## config.mk

```make
export PLATFORM = sky130hd
export DESIGN_NAME = mc_control_fsm
export DESIGN_NICKNAME = d
export VERILOG_FILES = /design/src/rtl/mc_control_fsm.sv
export SDC_FILE = /design/constraint.sdc
export NUM_CORES = 1
export LEC_CHECK = 0
export BUFFER_PORTS_ARGS = -buffer_cell sky130_fd_sc_hd__buf_2
export CORE_AREA = 2 2 39 41
export DETAILED_ROUTE_END_ITERATION = 16
export DIE_AREA = 0 0 41 43
export GPL_TIMING_DRIVEN = 1
export PLACE_DENSITY = 0.72
export SYNTH_ARGS = -nofsm -noshare
export SYNTH_HDL_FRONTEND = slang
export SYNTH_SLANG_ARGS = --single-unit
export TNS_END_PERCENT = 30
```

## constraint.sdc

```tcl
create_clock -name CLK -period 1.9 [get_ports CLK]
set_input_delay 0.285 -clock CLK [delete_from_list [all_inputs] [get_ports CLK]]
set_output_delay 0.285 -clock CLK [all_outputs]
set_load 0.02 [all_outputs]
```

## src/rtl/mc_control_fsm.sv

```systemverilog
// Multicycle sequencing controller for the RV32I core: walks each instruction
// through fetch/decode/execute/memory/writeback. Optional feature: MCFSM_PERF_EN.
module mc_control_fsm (
  input  logic        CLK,
  input  logic        RSTN,
  input  logic [6:0]  OP,
  input  logic        MEMRDY,
  output logic        ADRSRC,
  output logic        IRWRITE,
  output logic        PCUPDATE,
  output logic        BRANCH,
  output logic        REGWRITE,
  output logic        MEMWRITE,
  output logic [1:0]  RSLTSRC,
  output logic [1:0]  ALUSRCA,
  output logic [1:0]  ALUSRCB,
  output logic [1:0]  ALUOP,
  output logic [1:0]  IMMSRC,
  output logic        ILLEGAL
`ifdef MCFSM_PERF_EN
  ,
  output logic [31:0] INSTRET
`endif
);

  localparam int unsigned OP_W  = 7;
  localparam int unsigned CNT_W = 32;

  localparam logic [OP_W-1:0] OP_LW  = 7'b0000011;
  localparam logic [OP_W-1:0] OP_SW  = 7'b0100011;
  localparam logic [OP_W-1:0] OP_R   = 7'b0110011;
  localparam logic [OP_W-1:0] OP_I   = 7'b0010011;
  localparam logic [OP_W-1:0] OP_BEQ = 7'b1100011;
  localparam logic [OP_W-1:0] OP_JAL = 7'b1101111;

  typedef enum logic [3:0] {
    S_FETCH  = 4'd0,
    S_DECODE = 4'd1,
    S_MEMADR = 4'd2,
    S_MEMRD  = 4'd3,
    S_MEMWB  = 4'd4,
    S_MEMWR  = 4'd5,
    S_EXECR  = 4'd6,
    S_EXECI  = 4'd7,
    S_ALUWB  = 4'd8,
    S_BEQ    = 4'd9,
    S_JAL    = 4'd10,
    S_TRAP   = 4'd11
  } state_t;

  state_t r_state;
  state_t w_next_state;
  logic   r_illegal;

  // State register
  always_ff @(posedge CLK or negedge RSTN) begin
    if (!RSTN) begin
      r_state <= S_FETCH;
    end else begin
      r_state <= w_next_state;
    end
  end

  // Next-state and Moore datapath controls; the memory handshake only
  // gates the IR/PC load in FETCH and the exits of the memory states.
  always_comb begin
    w_next_state = r_state;
    ADRSRC       = 1'b0;
    IRWRITE      = 1'b0;
    PCUPDATE     = 1'b0;
    BRANCH       = 1'b0;
    REGWRITE     = 1'b0;
    MEMWRITE     = 1'b0;
    RSLTSRC      = 2'b00;
    ALUSRCA      = 2'b00;
    ALUSRCB      = 2'b00;
    ALUOP        = 2'b00;
    case (r_state)
      S_FETCH: begin
        RSLTSRC  = 2'b10;
        ALUSRCB  = 2'b10;
        IRWRITE  = MEMRDY;
        PCUPDATE = MEMRDY;
        if (MEMRDY) w_next_state = S_DECODE;
      end
      S_DECODE: begin
        ALUSRCA = 2'b01;
        ALUSRCB = 2'b01;
        case (OP)
          OP_LW, OP_SW: w_next_state = S_MEMADR;
          OP_R:         w_next_state = S_EXECR;
          OP_I:         w_next_state = S_EXECI;
          OP_BEQ:       w_next_state = S_BEQ;
          OP_JAL:       w_next_state = S_JAL;
          default:      w_next_state = S_TRAP;
        endcase
      end
      S_MEMADR: begin
        ALUSRCA      = 2'b10;
        ALUSRCB      = 2'b01;
        w_next_state = (OP == OP_LW) ? S_MEMRD : S_MEMWR;
      end
      S_MEMRD: begin
        ADRSRC = 1'b1;
        if (MEMRDY) w_next_state = S_MEMWB;
      end
      S_MEMWB: begin
        RSLTSRC      = 2'b01;
        REGWRITE     = 1'b1;
        w_next_state = S_FETCH;
      end
      S_MEMWR: begin
        ADRSRC   = 1'b1;
        MEMWRITE = 1'b1;
        if (MEMRDY) w_next_state = S_FETCH;
      end
      S_EXECR: begin
        ALUSRCA      = 2'b10;
        ALUSRCB      = 2'b00;
        ALUOP        = 2'b10;
        w_next_state = S_ALUWB;
      end
      S_EXECI: begin
        ALUSRCA      = 2'b10;
        ALUSRCB      = 2'b01;
        ALUOP        = 2'b10;
        w_next_state = S_ALUWB;
      end
      S_ALUWB: begin
        RSLTSRC      = 2'b00;
        REGWRITE     = 1'b1;
        w_next_state = S_FETCH;
      end
      S_BEQ: begin
        ALUSRCA      = 2'b10;
        ALUSRCB      = 2'b00;
        ALUOP        = 2'b01;
        BRANCH       = 1'b1;
        w_next_state = S_FETCH;
      end
      S_JAL: begin
        ALUSRCA      = 2'b01;
        ALUSRCB      = 2'b10;
        PCUPDATE     = 1'b1;
        w_next_state = S_ALUWB;
      end
      S_TRAP: begin
        w_next_state = S_TRAP;
      end
      default: begin
        w_next_state = S_FETCH;
      end
    endcase
  end

  // Immediate extend type straight from the opcode
  always_comb begin
    IMMSRC = 2'b00;
    case (OP)
      OP_SW:   IMMSRC = 2'b01;
      OP_BEQ:  IMMSRC = 2'b10;
      OP_JAL:  IMMSRC = 2'b11;
      default: IMMSRC = 2'b00;
    endcase
  end

  // Sticky illegal-opcode flag, set on the edge that enters TRAP
  always_ff @(posedge CLK or negedge RSTN) begin
    if (!RSTN) begin
      r_illegal <= 1'b0;
    end else if (w_next_state == S_TRAP) begin
      r_illegal <= 1'b1;
    end
  end

  assign ILLEGAL = r_illegal;

`ifdef MCFSM_PERF_EN
  logic [CNT_W-1:0] r_instret;
  logic             w_retire;

  // An instruction retires on the edge that returns the FSM to FETCH
  assign w_retire = (r_state == S_MEMWB) || (r_state == S_ALUWB) ||
                    (r_state == S_BEQ)   || ((r_state == S_MEMWR) && MEMRDY);

  always_ff @(posedge CLK or negedge RSTN) begin
    if (!RSTN) begin
      r_instret <= '0;
    end else if (w_retire) begin
      r_instret <= r_instret + CNT_W'(1);
    end
  end

  assign INSTRET = r_instret;
`endif

endmodule

```

; Word level (Yosys, flattened, before mapping)
; Cells that the tools add are included.
[totals]
out_inout_bits = 17
in_bits = 10
regBits = 5
[op_classes]
reduce_logical = 10
mux = 17
n_eq_ne = 18
[ops]
columns = op, count
row1 = $pmux W4 S7, 1
row2 = $eq A4 B4 Y1 const B, 5
row3 = $pmux W4 S5, 1
row4 = $eq A4 B3 Y1 const B, 4
row5 = $pmux W2 S2, 4
row6 = $eq A7 B6 Y1 const B, 2
row7 = $eq A7 B7 Y1 const B, 2
row8 = $mux W4, 3
row9 = $reduce_or A2 Y1, 6
row10 = $eq A4 B2 Y1 const B, 2
row11 = $eq A7 B2 Y1 const B, 1
row12 = $eq A7 B5 Y1 const B, 1
row13 = $pmux W2 S3, 1
row14 = $reduce_or A3 Y1, 2
row15 = $mux W1, 5
row16 = $eq A4 B1 Y1 const B, 1
row17 = $logic_not A4 Y1, 1
row18 = $reduce_or A4 Y1, 1
row19 = $mux W3, 1
row20 = $pmux W1 S2, 1

; Longest topological paths before layout
[depth]
word_depth = 5
mapped_depth = 5
depth_no_buf = 4

; Worst setup path after synthesis
; Ideal clock, no wire load.
[synth_path]
path_type = flip-flop to output port
from = register r_state[0]
to = output port IRWRITE
stages_incl_launch_ff = 4
path_buffers = 1
arrival_ps = 1720
path_slack_ps = -105
cell_sequence = dfrtp_1 clkbuf_1 nor4_1 and2_1
[synth_via]
elab_chain_len = 2
[synth_lines]
columns = item, line
row1 = start: declaration, 51  ; state_t r_state;
row2 = start signal: assignment, 60  ; r_state <= w_next_state;
row3 = $logic_not A4 Y1, 78  ; case (r_state)
row4 = $mux W1, 78
row5 = end: declaration, 9  ; output logic IRWRITE,
; No other way between the ends.

; Worst setup path in the final report
[layout_path]
from = register r_state[0]
to = output port ALUSRCA[0]
[layout_via]
elab_chain_len = 3
[layout_lines]
columns = item, line
row1 = $eq A4 B3 Y1 (tied with other cells), 78
row2 = $reduce_or A4 Y1 (no line) / $reduce_or A2 Y1 (equally long branches), -
row3 = $pmux W2 S2 *, 78
row4 = end: declaration, 15  ; output logic [1:0] ALUSRCA,
; Mark *: on every way between the ends. The rest lies on a longest branch, timed or not.

==> flow_metrics.tcl <==
set metrics [dict create \
    netlist_area_um2 556 \
    diodes 0 \
    grt_pass1_vias 507 \
    synthesis.nets 85 \
    netlist.area_leader.share_pct 22.5 \
    post-route-period-util_pct 94.1 \
    worst_slack_ns 0.112 \
    cpPeakStageDelay_ns 0.48 \
    via_per_inst 5.40 \
    cp_max_fo 12 \
    grt_pass1_wl_um 2100 \
    synth_area_leader_cell "dfrtp_1" \
    port_buffers 26 \
    ys_types 36 \
    crit_type "reg2out" \
    clkTransAtPathRegs_ns 0.05 \
    cts_num_sinks 5 \
    synth_edf_count 0 \
    grt_overflow_total 0 \
    die_h_um 43 \
    hp-class "in2async" \
    insertion_delay_ns 0.25 \
    rows 14 \
    period_needed_ns 1.79 \
    async_flop_share_pct 100 \
    arrival_ns 1.50 \
    cts_buffers 3 \
    die_w_um 41 \
    p_per_area_mw_per_mm2 1720 \
    ant_nets 0 \
    start_util_pct 40.1 \
    cp_num_buf_inv 2 \
    finalSetupViolCount 0 \
    start_kind "register" \
    fill_cells 136 \
    r2r_start "r_state[3]" \
    antenna_found_initial 0 \
    place_congestion 0.823 \
    cp_slowest_cell "dfrtp_2" \
    crit_path_end_kind "primary output" \
    postSynthAreaPerCell_um2 7.41 \
    yosysMostFrequentCell "nor2_1" \
    relSlewSlack_pct 70.8 \
    grt_use_met2_pct 25.3 \
    routedWlPerCell_um 11.4 \
    vias 654 \
    use_met1_pct 22.0 \
    max_slew.worst_pin.slew_ns 0.433 \
    cts_tree "yes" \
    cp.required_ns 1.62 \
    area_growth_pct 36.7 \
    post-place-ws_ns 0.230 \
    setup_tns_ns 0 \
    synth_area_leaders "dfrtp_1, nand2b_1, nor3_1, nor2_1, xor2_1" \
    crit_chain "buf_4 -> nand2b_1 -> mux2i_1 -> and2_1 -> buf_2" \
    max_freq_mhz 559 \
    layout-drive-gt1-share_pct 39.0 \
    status "finished, final reports clean" \
    synth_commonest_cells "nor2_1, nor3_1, a21oi_1, dfrtp_1, nand2b_1" \
    clock_path_buffers 2 \
    cts_setup_buffers 0 \
    busiest_layer "met2" \
    drt-total-wl_um 1380 \
    cts_root_buffer "clkbuf_4" \
    hpwl_um 1060 \
    grt_max_degree 16 \
    finClkSkew_ns 0.00404 \
    finalHoldViolCount 0 \
    dr.pass1.iters 4 \
    design.core.area_mm2 0.00138 \
    leakagePower_nw 0.373 \
    vdd_ir_drop_max_uv 602 \
    ys_seq_area_share_pct 22.5 \
    synthCells 75 \
    use_met3_pct 5.24 \
    cap_violations 0 \
    cp_top_family "flip-flops" \
    yosys_warnings 0 \
    crit_path_start "r_state[0]" \
    drt-initial-drc-count 10 \
    ys_seq_elements 5 \
    final_nets 116 \
    final_max_slew_viol_count 0 \
    grtUsageTotal_pct 17.8 \
    rsz0062_at_grt "yes" \
    ctsHtreeMaxLevel 1 \
    die_area_mm2 0.00176 \
    yosys_most_used_dff "dfrtp_1" \
    io_pins 27 \
    drc 0 \
]
-- what timing repair did --
item,4_1_cts,5_1_grt
endpoints found under the setup margin,0,4
gates resized for setup,0,2
hold endpoints to repair,5,0
hold buffers,1,0
-- flip-flops by register name, indices dropped and copies added (netlist names) --
register,count
ILLEGAL,1
r_state,4
-- final timing paths --
kind | endpoint | cells past startpoint | slack (ns)
max reg2reg | ILLEGAL | 5 | 0.37
max | ALUSRCA[0] | 5 | 0.11
min in group CLK | r_state[1] | 3 | 0.39
max in group asynchronous | r_state[0] | 2 | 1.39
min reg2reg | ILLEGAL | 1 | 0.46
min | r_state[1] | 2 | 0.37
-- logic make-up after synthesis --
logic type             share of synthesized area (%)
AO/OA/AOI/OAI                                   19.1
XOR/XNOR                                        6.31
buffers and inverters                           8.11
flip-flops                                      22.5
multiplexers                                    1.80
AND/OR/NAND/NOR                                 42.1
-- through the flow --
stage / instance area (um2) / total power, mW / hold slack [ns] / std cells / util (%)
after floorplan: 562 / 0.900 / -0.0106 / 75 / -
after global placement: 719 / 1.16 / 0.0996 / 116 / 52.0
after detailed placement: 719 / 1.17 / 0.103 / 116 / 52.0
after CTS: 757 / 1.31 / 0.368 / 121 / 54.7
after global routing: 759 / 1.43 / 0.373 / 121 / 54.9
final: 759 / 1.31 / 0.366 / 121 / 54.9
-- layout by cell type, fill, tap and decap left out, types with 2 or more instances in the layout --
cell type	count
nor4b_1	2
nor3_1	6
a21oi_1	5
nor2_1	7
dfrtp_2	2
dfrtp_1	3
inv_1	4
buf_2	26
buf_4	5
nand2b_1	5
xor2_1	3
clkbuf_4	3
and2_1	2
nand2_1	4
nor2b_1	2
nand3_1	2
-- cell type report --
cell class	count	area (um2)	share of cell area [%]
multi-input cells	60	392	51.6
repair buffers	32	178	23.4
flip-flops and latches	5	128	16.8
clock buffers	3	22.5	2.97
well taps	16	20.0	2.64
inverters	4	15.0	1.98
clock inverters	1	5.00	0.659
-- per-layer routing --
layer / routed length [um] / part of all wire [%] / vias up
li1: - / - / 336
met2: 653 / 47 / 24
met4: 19 / 1.4 / 0
met1: 620 / 45 / 291
met5: 0 / 0 / -
met3: 85 / 6.2 / 3
-- where the power goes --
group / internal (mW) / switching, mW
Sequential: 0.160 / 0.0774
Clock: 0.0768 / 0.0544
Combinational: 0.390 / 0.550
Total: 0.626 / 0.682
No activity file was read; power rests on OpenSTA's default activity.
